--- src/rtl/lcd_bus_arbiter.sv ---
// Arbitrates NUM_REQ requesters onto one HD44780 bus and serialises each transfer into setup/pulse/hold/wait.
// Optional LCD_CLEAR_DELAY_EN: clear/home commands use CLEAR_WAIT_CYCLES in WAIT.
module lcd_bus_arbiter #(
  parameter int NUM_REQ           = 2,
  parameter int SETUP_CYCLES      = 4,
  parameter int PULSE_CYCLES      = 12,
  parameter int HOLD_CYCLES       = 4,
  parameter int CMD_WAIT_CYCLES   = 2000,
  parameter int CLEAR_WAIT_CYCLES = 76000
) (
  input  logic                 clk,
  input  logic                 reset,
  input  logic [NUM_REQ-1:0]   req_valid,
  input  logic [NUM_REQ-1:0]   req_lock,
  input  logic [NUM_REQ-1:0]   req_rs,
  input  logic [8*NUM_REQ-1:0] req_data,
  output logic [NUM_REQ-1:0]   req_ready,
  output logic [NUM_REQ-1:0]   grant,
  output logic                 busy,
  output logic                 lcd_rs,
  output logic                 lcd_rw,
  output logic                 lcd_enable,
  output logic [7:0]           lcd_data
);

  localparam int IDX_W   = (NUM_REQ > 1) ? $clog2(NUM_REQ) : 1;
  localparam int MAX_T0  = (SETUP_CYCLES > PULSE_CYCLES) ? SETUP_CYCLES : PULSE_CYCLES;
  localparam int MAX_T1  = (HOLD_CYCLES > CMD_WAIT_CYCLES) ? HOLD_CYCLES : CMD_WAIT_CYCLES;
  localparam int MAX_T2  = (MAX_T0 > MAX_T1) ? MAX_T0 : MAX_T1;
  localparam int MAX_ALL = (MAX_T2 > CLEAR_WAIT_CYCLES) ? MAX_T2 : CLEAR_WAIT_CYCLES;
  localparam int CNT_W   = (MAX_ALL > 1) ? $clog2(MAX_ALL) : 1;

  typedef enum logic [2:0] {ST_IDLE, ST_SETUP, ST_PULSE, ST_HOLD, ST_WAIT} state_t;

  state_t             state_r, state_n_s;
  logic [CNT_W-1:0]   cnt_r, cnt_n_s;
  logic [IDX_W-1:0]   ptr_r, lock_owner_r, sel_idx_s;
  logic               lock_valid_r, sel_hit_s, accept_s;
  logic [NUM_REQ-1:0] grant_r;
  logic               lcd_rs_r, lcd_enable_r;
  logic [7:0]         lcd_data_r;
  int                 wait_len_s;

  // Timed stages in order: 0 setup, 1 pulse, 2 hold, 3 wait; anything else is idle.
  function automatic int stage_len(input int stage, input int wait_len);
    case (stage)
      0:       return SETUP_CYCLES;
      1:       return PULSE_CYCLES;
      2:       return HOLD_CYCLES;
      3:       return wait_len;
      default: return 0;
    endcase
  endfunction

  function automatic int stage_of(input state_t st);
    case (st)
      ST_SETUP: return 0;
      ST_PULSE: return 1;
      ST_HOLD:  return 2;
      ST_WAIT:  return 3;
      default:  return 4;
    endcase
  endfunction

  // First non-empty stage at or after 'stage', so zero-length timers are skipped.
  function automatic state_t first_state(input int stage, input int wait_len);
    state_t st;
    st = ST_IDLE;
    for (int k = 3; k >= 0; k--) begin
      if (k >= stage && stage_len(k, wait_len) > 0) st = state_t'(3'(k + 1));
    end
    return st;
  endfunction

  function automatic logic [CNT_W-1:0] cnt_load(input state_t st, input int wait_len);
    int len;
    len = stage_len(stage_of(st), wait_len);
    return (len > 0) ? CNT_W'(len - 1) : '0;
  endfunction

  // Requester selection: lock owner only while locked, otherwise round-robin from ptr_r.
  always_comb begin
    sel_idx_s = '0;
    sel_hit_s = 1'b0;
    if (lock_valid_r) begin
      sel_idx_s = lock_owner_r;
      sel_hit_s = req_valid[lock_owner_r];
    end else begin
      for (int k = NUM_REQ - 1; k >= 0; k--) begin
        if (req_valid[(int'(ptr_r) + k) % NUM_REQ]) begin
          sel_idx_s = IDX_W'((int'(ptr_r) + k) % NUM_REQ);
          sel_hit_s = 1'b1;
        end else begin
          sel_hit_s = sel_hit_s;
        end
      end
    end
  end

  assign accept_s = (state_r == ST_IDLE) && sel_hit_s;

  // Accept strobe for the selected requester.
  always_comb begin
    req_ready = '0;
    if (accept_s) begin
      req_ready[sel_idx_s] = 1'b1;
    end else begin
      req_ready = '0;
    end
  end

  // WAIT length comes from the request being accepted in IDLE, else from the latched transfer.
`ifdef LCD_CLEAR_DELAY_EN
  logic       eff_rs_s;
  logic [7:0] eff_data_s;
  always_comb begin
    eff_rs_s   = (state_r == ST_IDLE) ? req_rs[sel_idx_s] : lcd_rs_r;
    eff_data_s = (state_r == ST_IDLE) ? req_data[int'(sel_idx_s)*8 +: 8] : lcd_data_r;
    if (!eff_rs_s && (eff_data_s[7:1] == 7'd0)) begin
      wait_len_s = CLEAR_WAIT_CYCLES;
    end else begin
      wait_len_s = CMD_WAIT_CYCLES;
    end
  end
`else
  assign wait_len_s = CMD_WAIT_CYCLES;
`endif

  // Next-state and shared down-counter.
  always_comb begin
    state_n_s = state_r;
    cnt_n_s   = cnt_r;
    case (state_r)
      ST_IDLE: begin
        if (accept_s) begin
          state_n_s = first_state(0, wait_len_s);
          cnt_n_s   = cnt_load(state_n_s, wait_len_s);
        end else begin
          state_n_s = ST_IDLE;
        end
      end
      default: begin
        if (cnt_r == '0) begin
          state_n_s = first_state(stage_of(state_r) + 1, wait_len_s);
          cnt_n_s   = cnt_load(state_n_s, wait_len_s);
        end else begin
          cnt_n_s = cnt_r - CNT_W'(1);
        end
      end
    endcase
  end

  // State, counter, ownership and latched LCD bus.
  always_ff @(posedge clk or posedge reset) begin
    if (reset) begin
      state_r      <= ST_IDLE;
      cnt_r        <= '0;
      ptr_r        <= '0;
      lock_valid_r <= 1'b0;
      lock_owner_r <= '0;
      grant_r      <= '0;
      lcd_rs_r     <= 1'b0;
      lcd_data_r   <= 8'h00;
      lcd_enable_r <= 1'b0;
    end else begin
      state_r      <= state_n_s;
      cnt_r        <= cnt_n_s;
      lcd_enable_r <= (state_n_s == ST_PULSE);
      if (accept_s) begin
        lcd_rs_r     <= req_rs[sel_idx_s];
        lcd_data_r   <= req_data[int'(sel_idx_s)*8 +: 8];
        grant_r      <= NUM_REQ'(1'b1) << sel_idx_s;
        ptr_r        <= IDX_W'((int'(sel_idx_s) + 1) % NUM_REQ);
        lock_valid_r <= req_lock[sel_idx_s];
        lock_owner_r <= sel_idx_s;
      end else if (state_r != ST_IDLE && state_n_s == ST_IDLE && !lock_valid_r) begin
        grant_r <= '0;
      end
    end
  end

  assign grant      = grant_r;
  assign busy       = (state_r != ST_IDLE);
  assign lcd_rs     = lcd_rs_r;
  assign lcd_rw     = 1'b0;
  assign lcd_enable = lcd_enable_r;
  assign lcd_data   = lcd_data_r;

endmodule

--- config.mk ---
export PLATFORM = sky130hd
export DESIGN_NAME = lcd_bus_arbiter
export DESIGN_NICKNAME = d
export VERILOG_FILES = /design/src/rtl/lcd_bus_arbiter.sv
export SDC_FILE = /design/constraint.sdc
export NUM_CORES = 1
export LEC_CHECK = 0
export BUFFER_PORTS_ARGS = -buffer_cell sky130_fd_sc_hd__clkbuf_2
export CORE_MARGIN = 1.5
export CORE_UTILIZATION = 59
export CTS_CLUSTER_SIZE = 8
export DETAILED_ROUTE_END_ITERATION = 8
export HOLD_SLACK_MARGIN = 0.06
export PLACE_DENSITY = 0.85
export SLEW_MARGIN = 20
export SYNTH_ARGS = -nofsm -noshare
export SYNTH_HDL_FRONTEND = slang
export SYNTH_SLANG_ARGS = --single-unit
export TNS_END_PERCENT = 100
--- constraint.sdc ---
create_clock -name clk -period 5.29 [get_ports clk]
set_clock_uncertainty 0.05 [all_clocks]
set_input_delay 0.2645 -clock clk [delete_from_list [all_inputs] [get_ports clk]]
set_output_delay 0.2645 -clock clk [all_outputs]
set_load 0.01 [all_outputs]
Word-level counts from Yosys, hierarchy flattened
Cells that the tools add are included.

Register bits: 35. Bits of input ports: 24. Output and inout port bits: 16. Word-level logic and storage cells: 141.

$add $sub $neg: 6. Magnitude comparators: 17. Equal/unequal tests: 20. Shift-type cells: 2. Mux-type cells: 68. Bitwise operators: 1. Reduce and logical (&&, ||, !) cells: 18.

Operators with widths (count): $mux 32 (22); $gt 32x1->1 const B (8); $eq 32x2->1 const B (4); $mux 17 (5); $pmux 11 s3 (2); $eq 32x1->1 const B (2); $ge 3x32->1 const A (2); $logic_not 32->1 (2); $mux 3 (14); $pmux 3 s4 (3); $sub 17x2->17 const B (2); $add 32x2->32 const B (1); $ge 1x32->1 const A (1); $ge 2x32->1 const A (1); $eq 3x2->1 const B (7); $mux 1 (18); $logic_not 17->1 (1); $sub 17x1->17 const B (1); $shiftx 16x5->8 (1); $eq 3x1->1 const B (3); $eq 3x3->1 const B (3); $logic_and 1x1->1 (8); $logic_not 3->1 (2); $lt 1x2->1 const B (3); 12 further kinds (16).

Depth between registers and ports, before layout
Word-level depth: 30. Gate-level depth with buffers: 10.

Least setup slack after synthesis
No wires, ideal clock.

Path type: flip-flop to flip-flop. Start point: reg cnt_r[0]. End point: reg grant_r[0], in the netlist grant[0]. Library setup time: 0.128 ns. Arrival: 2.151 ns. Data required time: 5.112 ns. Slack: 2.961 ns. Stages on the path, launching flop included: 8. Buffers on the path: 0. Clock period less this slack: 2.329 ns. Cells stage by stage: dfrtp_1 -> inv_1 -> ha_1 -> or4b_2 -> nor4_4 -> mux2_2 -> a221oi_2 -> o21ai_1.

Longest elaborated chain between the ends: 7.

RTL lines: from (decl) (RTL line 36) `logic [CNT_W-1:0] cnt_r, cnt_n_s;`; from (signal assigned) (RTL line 167) `cnt_r <= cnt_n_s;`; $logic_not 17->1 (RTL line 143) `if (cnt_r == '0) begin`; $mux 3 (RTL line 143); $mux 3 (RTL line 133) `case (state_r)`; $logic_not 3->1 (RTL line 176) `end else if (state_r != ST_IDLE && state_n_s == ST_IDLE && !lock_valid_r) begin`; $logic_and 1x1->1 (2 in a row) (RTL line 176); $reduce_bool 2->1 (no source line); to (signal assigned) (RTL line 172) `grant_r <= NUM_REQ'(1'b1) << sel_idx_s;`; to (decl) (RTL line 39) `logic [NUM_REQ-1:0] grant_r;`.

Every way passes these cells. A chain may end at the register's enable or synchronous reset.

Worst setup path after layout
Start point: reg state_r[2]. End point: out req_ready[0].

Longest elaborated chain between the ends: 3.

RTL lines: from (decl) (RTL line 35) `state_t state_r, state_n_s;`; from (signal assigned) (RTL line 166) `state_r <= state_n_s;`; $logic_not 3->1 (RTL line 100) `assign accept_s = (state_r == ST_IDLE) && sel_hit_s;`; $logic_and 1x1->1 (RTL line 100); $mux 2 (RTL line 105) `if (accept_s) begin`; to (decl) (RTL line 17) `output logic [NUM_REQ-1:0] req_ready,`.

Every way passes these cells.

==> flow_summary_export.csv <==
group,metric,value,unit
run_status,outcome,"finished clean",
synth,synth_edf_count,0,
sta,finalHoldViolations,0,
critical_path,reg2reg_to,"cnt_r[9]$_DFFE_PP0P_",
sta,fin_crit,3.34,ns
clock_network,cts.sinks,35,
min_path,min_from,"req_data[2]",
drt,ant_nets,0,
synth,ys_seq_area_share,44.1,%
synth,synthDominantCellAreaShare,44.1,%
drt,remaining_drc_errors,0,
sta,holdWs,0.165,ns
critical_path,max_stage_delay,0.59,ns
clock_network,cts_setup_buffers,0,
pwr,ir_drop,163,uV
critical_path,reg2reg_depth,7,
critical_path,crit_type,"flop to output pin",
drt,drtIter0Drc,106,
synth,yosysWarnings,0,
layout,antenna_cells,0,
clock_network,clock_path_buffers,2,
drt,avgRoutedWirePerCell,13.7,microns
drt,route.vias.total,1759,
critical_path,worstPathRequired,4.98,ns
grt,overflow,0,
clock_network,cts.htree.levels,2,
clock_network,cts_root_buf,"clkbuf_4",
flow_run,cap_viol_max_count,0,
pwr,swShare,32.9,%
floorplanning,die-area,3720,sq um
pwr,p_per_area,280,nW/um^2
synth,yosysUniqueCellTypes,47,
grt,track_usage,25.0,%
sta,finalSetupViolations,0,
min_path,hold_class,"input port to flop",
synth,synth_nets,252,
floorplanning,die_h,61.0,microns
placed_design,dp.cells,296,
layout,drive_gt1_share,21.1,%
critical_path,ff2ff_setup_slack,2.11,ns
pwr,leakage,1.02,nW
critical_path,r2r_start,"cnt_r[0]$_DFFE_PP0P_",
critical_path,crit_path_frequent_cell,"or2_2",
pwr,p_int,422,uW
pwr,p_switching,207,uW
synth,synth-seq-cells,35,
synth,synthTopCellsByArea,"dfrtp_1, mux2i_1, o21ai_0, nand2_1, nor2_1",
grt,grt_max_degree,36,
sta,fin_crit_sh,63.1,%
clock_network,clkLatencyLatePin,0.34,ns
placed_design,place_congestion,0.895,
synth,ys.flop_type,"dfrtp_1",
critical_path,arrival,3.03,ns
synth,syn-cell-area,1990,sq um
critical_path,crit_path_max_fanout,24,
drt,top_layer,"met4",
min_path,holdPathStages,3,
clock_network,tritoncts,"built",
floorplanning,fp-row-count,20,
layout,syn_to_final_growth,13.1,%
floorplanning,io_pins,40,
floorplanning,die-width,61.0,microns
drt,dr.pass1.iters,4,
drt,vias_per_cell,5.77,
critical_path,end_kind,"output pin",
min_path,hold_end,"lcd_data[2]$_DFFE_PP0P_",
grt,antenna_found_initial,0,
synth,syn_avg_cell_area,8.79,sq um
layout,final_cells,305,
drt,wl_met2,2.00,mm
sta,worst_pin_slew,0.936,ns
synth,postSynthCellCount,226,
clock_network,clkTransAtPathRegs,0.11,ns
sta,drv_slew,0,
grt,grt_pass1_wl,6.86,mm
placed_design,portBuffers,38,
sta,tns,0,ns
pwr,seq_power_share,55.1,%
floorplanning,start_util,63.5,%
sta,rsz0062_at_grt,"no",
clock_network,cts_buffers,5,
sta,slew_headroom,37.3,%
layout,nets,286,
layout,fillCellCount,241,
drt,routed_wl,4.19,mm
grt,grt_pass1_vias,1584,
critical_path,crit_chain,"or2_2, nor2_1, nand2_1, or2_2, inv_1, clkbuf_2",
synth,async_flop_share,100,%
pwr,clockPowerShare,22.9,%
placed_design,place.detailed.hpwl,3.04,mm
pwr,pwr-share-comb,22.0,%
floorplanning,design.core.area,3130,sq um
synth,synth_area_leader_cell,"dfrtp_1",
critical_path,start_kind,"flop",
drt,drt-met1-wl,1.87,mm
sta,max_freq,299,MHz
critical_path,critPathSlowestCell,"nand2_1",
drt,wl_met3,249,microns
## synthesized netlist by cell type (2+ instances only)
master,instances
clkbuf_1,7
mux2i_1,13
or2_2,2
and2_1,2
or4_1,5
o211ai_1,2
o21ai_0,24
a21oi_1,12
nand3b_1,2
nor2_1,22
nand2_1,25
nor3_1,11
a22o_1,3
o31ai_1,3
o21ai_1,2
dfrtp_1,35
ha_1,2
nor4_1,2
nand2b_1,4
inv_1,11
a211oi_1,4
buf_2,3
nand3_1,5
a21o_1,2
## repair_timing
item / 4_1_cts / 5_1_grt
hold buffers: 1 / 0
hold endpoints to repair: 35 / 0
resized for setup: 0 / 0
## layout by cell type, fill, tap and decap left out, types with 2 or more instances in the layout
master	instances
or4_1	5
o21ai_0	23
nand3b_1	2
clkbuf_4	5
dfrtp_1	35
nor4_1	2
or2_2	2
nand3_1	5
nor2_1	22
a21o_1	2
nor3_1	11
nand2b_1	4
ha_1	2
o21ai_1	2
o211ai_1	2
a211oi_1	4
a22o_1	3
inv_1	11
o31ai_1	3
mux2i_1	13
clkbuf_2	38
and2_1	2
a21oi_1	12
nand2_1	25
clkinvlp_4	2
## power groups by stage
stage	sequential (mW)	combinational, mW	clock, mW
final	0.346	0.138	0.144
after global routing	0.353	0.157	0.159
after CTS	0.345	0.139	0.147
after detailed placement	0.351	0.137	0
after global placement	0.348	0.131	0
after floorplan	0.339	0.109	0
## through the flow
stage | util, % | setup WS (ns) | cell area [sq um] | power (mW)
global placement | 69.5 | 2.32 | 2170 | 0.479
CTS | 71.7 | 1.95 | 2240 | 0.631
finish | 71.8 | 1.95 | 2250 | 0.629
detailed placement | 69.5 | 2.25 | 2170 | 0.488
floorplan | - | 2.96 | 1990 | 0.448
global route | 71.8 | 1.70 | 2250 | 0.669
## worst max-delay path: cells and delay by family, from the launching register on
kind	cells	cell delay, ns
DFF	1	0.50
buffers and inverters	2	0.20
and+or+nand+nor	4	1.98
## state kept, by name, indices dropped and copies added (netlist names), 2 cells and up
name and flops:
cnt_r 17, lcd_data 8, state_r 3, grant 2
## layer usage
layer	global-route usage [%]	vias up
met2	42.1	70
met4	7.76	0
met3	5.88	7
li1	-	876
met5	0	-
met1	32.2	806
## kinds of logic (layout without fill, tap and decap cells)
kind of cell	count (synthesis)	after routing	synth area share [%]
AO/OA/AOI/OAI	62	62	19.6
XOR/XNOR	1	1	0.441
adder cells (fa/ha/maj)	2	2	1.26
buffers and inverters	24	59	5.29
flip-flops	35	35	44.1
multiplexers	14	14	7.12
other	1	1	0.189
AND/OR/NAND/NOR	87	87	22.0
## layout make-up
type,count,area (sq um),area share (%)
Clock buffer,5,37.5,1.67
Clock inverter,3,20.0,0.891
Sequential cell,35,876,39.0
Tap cell,44,55.1,2.45
Multi-Input combinational cell,167,1010,44.9
Timing Repair Buffer,40,208,9.25
Inverter,11,41.3,1.84
## worst max path at each step
| stage | start | end | slack, ns | cells after the start |
|---|---|---|---|---|
| 2_1_floorplan | cnt_r[0]$_DFFE_PP0P_ | grant[0]$_DFFE_PP0P_ | 2.96 | 7 |
| 3_3_place_gp | cnt_r[0]$_DFFE_PP0P_ | grant[0]$_DFFE_PP0P_ | 2.32 | 7 |
| 3_5_place_dp | cnt_r[0]$_DFFE_PP0P_ | grant[0]$_DFFE_PP0P_ | 2.25 | 7 |
| 4_1_cts | state_r[2]$_DFF_PP0_ | req_ready[0] | 1.95 | 6 |
| 5_1_grt | state_r[2]$_DFF_PP0_ | req_ready[0] | 1.70 | 6 |
| 6_report | state_r[2]$_DFF_PP0_ | req_ready[0] | 1.95 | 6 |
(Power assumes the default switching activity.)
